==> src/rtl/hazard_ctrl_pipe.sv <==
// ---------------------------------------------------------------------------
// hazard_ctrl_pipe
//
// Carries each decoded instruction's register numbers and write/load controls
// from D through E, M and W. These are the inputs the hazard unit uses to
// detect hazards and select forwarding. The hazard unit's flushE squashes the
// D->E register. Three saturating counters record stall cycles, branch-squash
// bubbles and retired instructions for performance debug.
//
// Ports
//   clk, reset                  clock; synchronous active-high reset
//   rsD, rtD, writeregD         source/destination registers of the D instr
//   regwriteD, memtoregD        register-write enable / load flag in D
//   validD                      D holds a real instruction
//   stallD, flushE              hazard-unit stall of D / bubble into E
//   cnt_clr                     synchronous clear of the three counters
//   rsE, rtE                    source registers in E
//   writeregE/M/W               destination register per stage
//   regwriteE/M/W               register-write enable per stage
//   memtoregE/M                 load flag per stage
//   validW                      W holds a real instruction
//   stall_cnt, flush_cnt,
//   retire_cnt                  saturating performance counters (CNT_W bits)
// ---------------------------------------------------------------------------
module hazard_ctrl_pipe #(
  parameter int CNT_W = 16
) (
  input  logic             clk,
  input  logic             reset,
  input  logic [4:0]       rsD,
  input  logic [4:0]       rtD,
  input  logic [4:0]       writeregD,
  input  logic             regwriteD,
  input  logic             memtoregD,
  input  logic             validD,
  input  logic             stallD,
  input  logic             flushE,
  input  logic             cnt_clr,
  output logic [4:0]       rsE,
  output logic [4:0]       rtE,
  output logic [4:0]       writeregE,
  output logic [4:0]       writeregM,
  output logic [4:0]       writeregW,
  output logic             regwriteE,
  output logic             regwriteM,
  output logic             regwriteW,
  output logic             memtoregE,
  output logic             memtoregM,
  output logic             validW,
  output logic [CNT_W-1:0] stall_cnt,
  output logic [CNT_W-1:0] flush_cnt,
  output logic [CNT_W-1:0] retire_cnt
);

  localparam logic [CNT_W-1:0] CNT_MAX = '1;
  localparam logic [CNT_W-1:0] CNT_ONE = {{(CNT_W-1){1'b0}}, 1'b1};

  // Increment that sticks at all-ones instead of wrapping.
  function automatic logic [CNT_W-1:0] sat_inc(input logic [CNT_W-1:0] cnt,
                                               input logic             en);
    if (en && (cnt != CNT_MAX)) begin
      return cnt + CNT_ONE;
    end
    return cnt;
  endfunction

  logic validE;
  logic validM;
  logic bubble;
  logic regwrite_gated;

  // A flushed slot or an empty D both become a bubble. Register $0 is never a
  // forwarding source, so a write to it is dropped here.
  assign bubble         = flushE | ~validD;
  assign regwrite_gated = regwriteD & (writeregD != 5'd0);

  always_ff @(posedge clk) begin
    if (reset) begin
      rsE        <= '0;
      rtE        <= '0;
      writeregE  <= '0;
      regwriteE  <= 1'b0;
      memtoregE  <= 1'b0;
      validE     <= 1'b0;
      writeregM  <= '0;
      regwriteM  <= 1'b0;
      memtoregM  <= 1'b0;
      validM     <= 1'b0;
      writeregW  <= '0;
      regwriteW  <= 1'b0;
      validW     <= 1'b0;
      stall_cnt  <= '0;
      flush_cnt  <= '0;
      retire_cnt <= '0;
    end else begin
      // D -> E: loads every cycle; stallD does not hold E.
      if (bubble) begin
        rsE       <= '0;
        rtE       <= '0;
        writeregE <= '0;
        regwriteE <= 1'b0;
        memtoregE <= 1'b0;
        validE    <= 1'b0;
      end else begin
        rsE       <= rsD;
        rtE       <= rtD;
        writeregE <= writeregD;
        regwriteE <= regwrite_gated;
        memtoregE <= memtoregD;
        validE    <= 1'b1;
      end

      // E -> M
      writeregM <= writeregE;
      regwriteM <= regwriteE;
      memtoregM <= memtoregE;
      validM    <= validE;

      // M -> W
      writeregW <= writeregM;
      regwriteW <= regwriteM;
      validW    <= validM;

      // Counters: clear beats a same-cycle increment. Flushes during a stall
      // are load-use bubbles and are already counted as stall cycles.
      if (cnt_clr) begin
        stall_cnt  <= '0;
        flush_cnt  <= '0;
        retire_cnt <= '0;
      end else begin
        stall_cnt  <= sat_inc(stall_cnt, stallD);
        flush_cnt  <= sat_inc(flush_cnt, flushE & ~stallD);
        retire_cnt <= sat_inc(retire_cnt, validW);
      end
    end
  end

endmodule

==> config.mk <==
export PLATFORM = sky130hd
export DESIGN_NAME = hazard_ctrl_pipe
export DESIGN_NICKNAME = d
export VERILOG_FILES = /design/src/rtl/hazard_ctrl_pipe.sv
export SDC_FILE = /design/constraint.sdc
export NUM_CORES = 1
export LEC_CHECK = 0
export BUFFER_PORTS_ARGS = -buffer_cell sky130_fd_sc_hd__buf_2
export CAP_MARGIN = 15
export CORE_MARGIN = 2
export CORE_UTILIZATION = 42
export CTS_CLUSTER_DIAMETER = 120
export DETAILED_ROUTE_END_ITERATION = 8
export HOLD_SLACK_MARGIN = 0.1
export MAX_ROUTING_LAYER = met4
export PLACE_DENSITY_LB_ADDON = 0.3
export SLEW_MARGIN = 5
export SYNTH_ARGS = -nofsm -noshare
export SYNTH_HDL_FRONTEND = slang
export SYNTH_SLANG_ARGS = --single-unit
==> constraint.sdc <==
create_clock -name clk -period 2.6 [get_ports clk]
set_input_delay 0.52 -clock clk [delete_from_list [all_inputs] [get_ports clk]]
set_output_delay 0.52 -clock clk [all_outputs]
set_load 0.02 [all_outputs]
# Word-level counts from Yosys, hierarchy flattened
# Cells that the tools add are included.
# Widths: inputs -> output; s select.
# totals
reg_bits	81
in_bits	23
output_inout_bits	79
elab_cells	46
# classes
add_sub_neg	3
n_eq_ne	3
n_mux	13
n_bitwise	5
n_reduce_logical	6
# op_table
op	count
$add 16x1->16 const B	3
$mux 16	3
$ne 16x16->1 const B	3
$mux 1	10
$reduce_bool 5->1	1
$reduce_or 2->1	2
$logic_and 1x1->1	3
$and 1x1->1	2
$not 1->1	2
$or 1x1->1	1

# Logic depth before layout (Yosys ltp)
# Gate-level depths: netlist of the first run.
# logic_depth
word_depth	6
depth_mapped	6

# Worst setup path after synthesis of the first run
# OpenSTA, ideal clock, no wires.
# synth_timing
kind	reg2reg
from	register flush_cnt[0]
to	register flush_cnt[1]
setup_time_ns	0.128
arrival_time_ns	1.916
required_time_ns	2.472
path_slack_ns	0.556
stages_incl_launch_ff	7
path_cell_list	dfxtp_1 > ha_1 > nand3_1 > o41ai_2 > buf_2 > mux2i_1 > nor2_1
# synth_via
elab_chain_len	5
elab_cells_between_ends	7
classes_between	add/sub (1); eq/ne (1); mux (4); reduce/logical (1)
# synth_rtl
element	line_no	rtl
from (decl)	51	output logic [CNT_W-1:0] flush_cnt,
from (signal assigned)	132	flush_cnt <= sat_inc(flush_cnt, flushE & ~stallD);
branches (longest 5 deep; another with $add 16x1->16)	-	
# Parallel ways; which one is timed is not known. The select of a mux whose other input is x is not followed.
# A chain may end at the register's enable or synchronous reset.

# Worst setup path in the final report of the first run
# layout_timing
from	register flush_cnt[0]
to	register flush_cnt[14]
# The elaborated chain is that of the path after synthesis.

==> results of run 1 <==
==> cell usage in the layout (no fill, tap or decap), types with 9 or more instances in the layout <==
| cell type | Yosys | final |
|---|---|---|
| inv_1 | 11 | 11 |
| clkbuf_8 | 0 | 9 |
| nand2_1 | 15 | 15 |
| or4_1 | 16 | 16 |
| nand3_1 | 17 | 17 |
| or3_1 | 15 | 15 |
| o21ai_0 | 12 | 12 |
| nand4_1 | 14 | 14 |
| nor2b_1 | 16 | 16 |
| dfxtp_1 | 81 | 81 |
| and2_1 | 17 | 17 |
| buf_2 | 2 | 101 |
| a21oi_1 | 28 | 28 |
| nor2_1 | 14 | 14 |
| o31ai_1 | 15 | 15 |
==> worst paths after layout <==
check               start       endpoint  slack, ns  cells past startpoint
max          flush_cnt[0]  flush_cnt[14]       0.58                      5
min                rtD[1]         rtE[1]       0.36                      2
max reg2reg  flush_cnt[0]  flush_cnt[14]       0.58                      5
min reg2reg        validM         validW       0.44                      1
==> cells by family after synthesis <==
logic type,Yosys count,share of synthesized area
flip-flops,81,0.487
buffers and inverters,26,0.0301
XOR/XNOR,6,0.0158
AND/OR/NAND/NOR,155,0.282
AO/OA/AOI/OAI,81,0.162
adder cells (fa/ha/maj),3,0.0113
multiplexers,4,0.0120
==> worst register-to-register path, delay by kind of cell (launching register included) <==
kind	cells	cell delay (ns)
flops	1	0.43
fa+ha+maj	1	0.19
compound gates	1	0.13
simple gates	3	1.20
==> where the power goes <==
| part | internal (W) | switching [W] |
|---|---|---|
| logic | 0.0000367 | 0.0000578 |
| clock network | 0.000450 | 0.000482 |
| registers | 0.00125 | 0.00000574 |
| total | 0.00174 | 0.000546 |
==> registers in the layout (all words and copies together) (netlist names) <==
signal / count
memtoregM: 1
regwriteW: 1
flush_cnt: 16
retire_cnt: 16
writeregW: 5
validE: 1
writeregM: 5
writeregE: 5
stall_cnt: 16
memtoregE: 1
rsE: 5
rtE: 5
regwriteM: 1
regwriteE: 1
validW: 1
validM: 1
==> through the flow <==
step / instances / utilization / instance area [sq um] / hold WS [ns] / power [W]
3_5_place_dp: 551 / 0.514 / 3950 / 0.427 / 0.00138
4_1_cts: 567 / 0.541 / 4160 / 0.339 / 0.00232
3_3_place_gp: 551 / 0.514 / 3950 / 0.420 / 0.00138
5_1_grt: 567 / 0.541 / 4160 / 0.349 / 0.00238
2_1_floorplan: 356 / - / 3330 / 0.414 / 0.00134
6_report: 567 / 0.541 / 4160 / 0.362 / 0.00228
==> area by class of cell <==
| cell class | instances | area [sq um] |
|---|---|---|
| fill | 764 | 3530 |
| multi-input combinational | 249 | 1610 |
| clock inverter | 7 | 78.8 |
| sequential | 81 | 1620 |
| inverter | 11 | 41.3 |
| clock buffer | 9 | 124 |
| timing repair buffer | 108 | 558 |
| tap | 102 | 128 |
==> metal layers <==
metal	wire length (microns)	vias up
met3	512	13
met1	3450	1420
li1	-	1550
met2	3410	93
met4	153	0
met5	0	-
==> impl_metrics.ini, run 1 <==
[sta]
setup_tns_ns = 0
fin_skew_ns = 0.00891
max-slew-margin-rel = 0.517
worst_pin_slew_ns = 0.718
hold_viol_final = 0
final_max_slew_viol_count = 0
fin_crit_ns = 2.02
setup_violations = 0
fmax_mhz = 494
rsz0062_at_grt = no
post-route-period-util = 0.778
final.setup.worst_slack_ns = 0.577

[synthesis]
synthTopCellsByCount = dfxtp_1, a21oi_1, and2_1, nand3_1
ys_seq_area_frac = 0.487
synth_cell_types = 43
synth_nets = 382
yosysTopAreaCell = dfxtp_1
synth.most_common_cell = dfxtp_1
synthesis.area_sq_um = 3330
synth_top_area_frac = 0.487
synth_area_per_cell_sq_um = 9.35
netlist_top_cells_area = dfxtp_1, a21oi_1, or4_1, o31ai_1, and2_1
synth-edff-count = 0
netlist_instances = 356
synth_top_flop_cell = dfxtp_1
synthArstFlopShare = 0
synth-warning-count = 0
ys_ff_latch = 81

[global_route]
grt_usage = 0.189
grt_pass1_wl_microns = 12800
grt-busiest-layer = met2
antenna_found_initial = 0
grt_pass1_vias = 2876
use_met1 = 0.225
grt_max_degree = 32
gr-usage-met2 = 0.299
grt_use_met3 = 0.0483
overflow = 0

[worst_setup_path]
worstPathArrival_ns = 2.30
slowest_stage = or4_4
critPathCaptureType = flip-flop
path_class = reg -> reg
start_kind = flip-flop
cpPeakStageDelay_ns = 0.62
path_delay_family = simple AND/OR/NAND/NOR gates
worst-path-buf-inv = 0
cp_data_required_time_ns = 2.88
crit_chain = ha_1, nand3_1, or4_4, or3_1, a21oi_1
crit_fanout = 8

[clock_network]
cts_tree = yes
cts_htree_levels = 3
worstSkewPairLatency_ns = 0.35
cts_hold_buf = 0
cts.sinks = 81
root_buffer = clkbuf_8
post_cts_resize_count = 0
post_cts_buffers = 0
clockBufferDepth = 2
clk_pin_slew_worst_paths_ns = 0.09
numCtsBuffers = 9

[finish]
drive_gt1_frac = 0.288
fin_nets = 486
area_growth_pct = 24.9
diodes = 0

[detailed_routing]
first_pass_iters = 4
drc = 0
totalWireLength_microns = 7520
wl_per_cell_microns = 13.3
ant_nets = 0
vias = 3076
drt-initial-drc-count = 125
via_per_inst = 5.43

[placement]
gp_congestion = 0.760
place_ws_ns = 0.473
port_buffers = 101
hpwl_microns = 5450

[die]
die_x_microns = 93
dieArea_sq_um = 8650
ios = 102
die_y_microns = 93
start_util = 0.433
rows = 32
core-area_sq_um = 7690

[power]
leakage_nw = 1.66
cellPowerDensity_nw_per_um2 = 549
peakVddDrop_mv = 0.387

[run]
max_cap_viol_count = 0

[run_status]
status = completed

[worst_hold_path]
hold_class = in -> reg
Power figures use the tool's default switching activity.
==> run 2, diff against run 1 <==
Clock period 2.6 ns to 1.9 ns, I/O delays scaled along.
==> impl_metrics.ini, run 2 (synthesis results as in run 1) <==
[run_status]
status = completed

[finish]
final_common_cell = buf_2
utilization = 0.570
drive_gt1_frac = 0.343
area_growth_pct = 31.6
top_regs = flush_cnt: 16 flops, retire_cnt: 16 flops, stall_cnt: 16 flops
layout_common_cells = buf_2, dfxtp_1, buf_4, a21oi_1, and2_1
diodes = 0
fin_nets = 513

[global_route]
grt_pass1_wl_microns = 13400
use_met1 = 0.230
antenna_found_initial = 0
grt-busiest-layer = met2
grt_usage = 0.197
grt_max_degree = 22
overflow = 0
gr-usage-met2 = 0.326
grt_pass1_vias = 3020
grt_use_met3 = 0.0564

[die]
die_x_microns = 93
die_y_microns = 93
dieArea_sq_um = 8650
start_util = 0.433
ios = 102
core-area_sq_um = 7690
rows = 32

[worst_setup_path]
worstPathArrival_ns = 2.08
critPathCaptureType = flip-flop
slowest_stage = or4_4
crit_fanout = 4
cp_data_required_time_ns = 2.17
path_class = reg -> reg
cpPeakStageDelay_ns = 0.58
start_kind = flip-flop
crit_chain = ha_1, nand3_2, or4_4, or3_1, a21oi_1
reg2reg_slack_ns = 0.08

[sta]
max-slew-margin-rel = 0.660
fmax_mhz = 551
worst_pin_slew_ns = 0.506
rsz0062_at_grt = no
fin_crit_ns = 1.82
fin_skew_ns = 0.0118
setup_violations = 0
final_max_slew_viol_count = 0
hold_viol_final = 0
setup_tns_ns = 0
post-route-period-util = 0.956

[power]
peakVddDrop_mv = 0.451
p_seq_frac = 0.567
pwr-share-clk = 0.386
p_switching_w = 0.000738
cellPowerDensity_nw_per_um2 = 693
internal_power_w = 0.00229
leakage_nw = 1.80
p_sw_frac = 0.243
power.share.combinational = 0.047

[detailed_routing]
wl_per_cell_microns = 13.4
drc = 0
via_per_inst = 5.41
drt-initial-drc-count = 123
ant_nets = 0
vias = 3215
totalWireLength_microns = 7980
first_pass_iters = 4

[clock_network]
clockBufferDepth = 2
numCtsBuffers = 9
root_buffer = clkbuf_8
worstSkewPairLatency_ns = 0.34
cts_htree_levels = 3
cts_hold_buf = 0
clk_pin_slew_worst_paths_ns = 0.09
cts.sinks = 81
cts_tree = yes

[placement]
hpwl_microns = 5910
gp_congestion = 0.789
port_buffers = 101

[run]
max_cap_viol_count = 0

[worst_hold_path]
hold_class = in -> reg
[run 2: cell types whose count changed in the layout (fill, tap and decap cells not counted), sizes merged]
cell	before	now
bufinv	1	0
buf	108	135
inv	12	13
clkbuf	9	10
clkinv	2	1
[run 2: critical path, delay by kind of cell, from the launching register on]
| family | cells | cell delay, ns |
|---|---|---|
| adder cells (fa/ha/maj) | 1 | 0.17 |
| AO/OA/AOI/OAI | 1 | 0.15 |
| AND/OR/NAND/NOR | 3 | 1.09 |
| flip-flops | 1 | 0.33 |
[run 2: metal layers]
layer  routed length, microns  part of all wire  up-vias
met3                      559             0.070        6
met2                     3850              0.48       99
li1                         -                 -     1606
met4                       59            0.0074        0
met5                        0                 0        -
met1                     3510              0.44     1504
[run 2: repair_timing]
item                       in CTS  in global routing
hold endpoints to repair        0                  0
resized for setup               0                  6
setup endpoints to repair       0                  4
buffers inserted                0                  1
[run 2: final cells by class]
cell class | instances | area (sq um)
fill | 725 | 3310
multi-input combinational | 249 | 1630
sequential | 81 | 1630
timing repair buffer | 135 | 761
clock buffer | 10 | 138
tap | 102 | 128
clock inverter | 6 | 48.8
inverter | 11 | 41.3
[run 2: worst paths after layout]
kind | start | end | cells past startpoint
max | flush_cnt[0] | flush_cnt[14] | 5
min | rtD[3] | rtE[3] | 2
max reg2reg | flush_cnt[0] | flush_cnt[14] | 5
min reg2reg | validM | validW | 1
[run 2: per-stage QoR]
stage	setup WS [ns]	total power, W	area, sq um	hold WS, ns	std cells
after global routing	0.0140	0.00317	4380	0.207	594
after global placement	0.0497	0.00190	4170	0.420	577
final	0.0837	0.00303	4380	0.231	594
after detailed placement	0.00716	0.00190	4170	0.433	577
after CTS	0.0627	0.00309	4350	0.207	593
after floorplan	0.00779	0.00183	3350	0.414	356
[run 2: power by group through the flow]
stage          registers [W]  logic (W)  clock network (W)
6_report             0.00172   0.000142            0.00117
5_1_grt              0.00172   0.000156            0.00129
4_1_cts              0.00172   0.000144            0.00122
3_5_place_dp         0.00176   0.000144                  0
3_3_place_gp         0.00176   0.000141                  0
2_1_floorplan        0.00178  0.0000519                  0
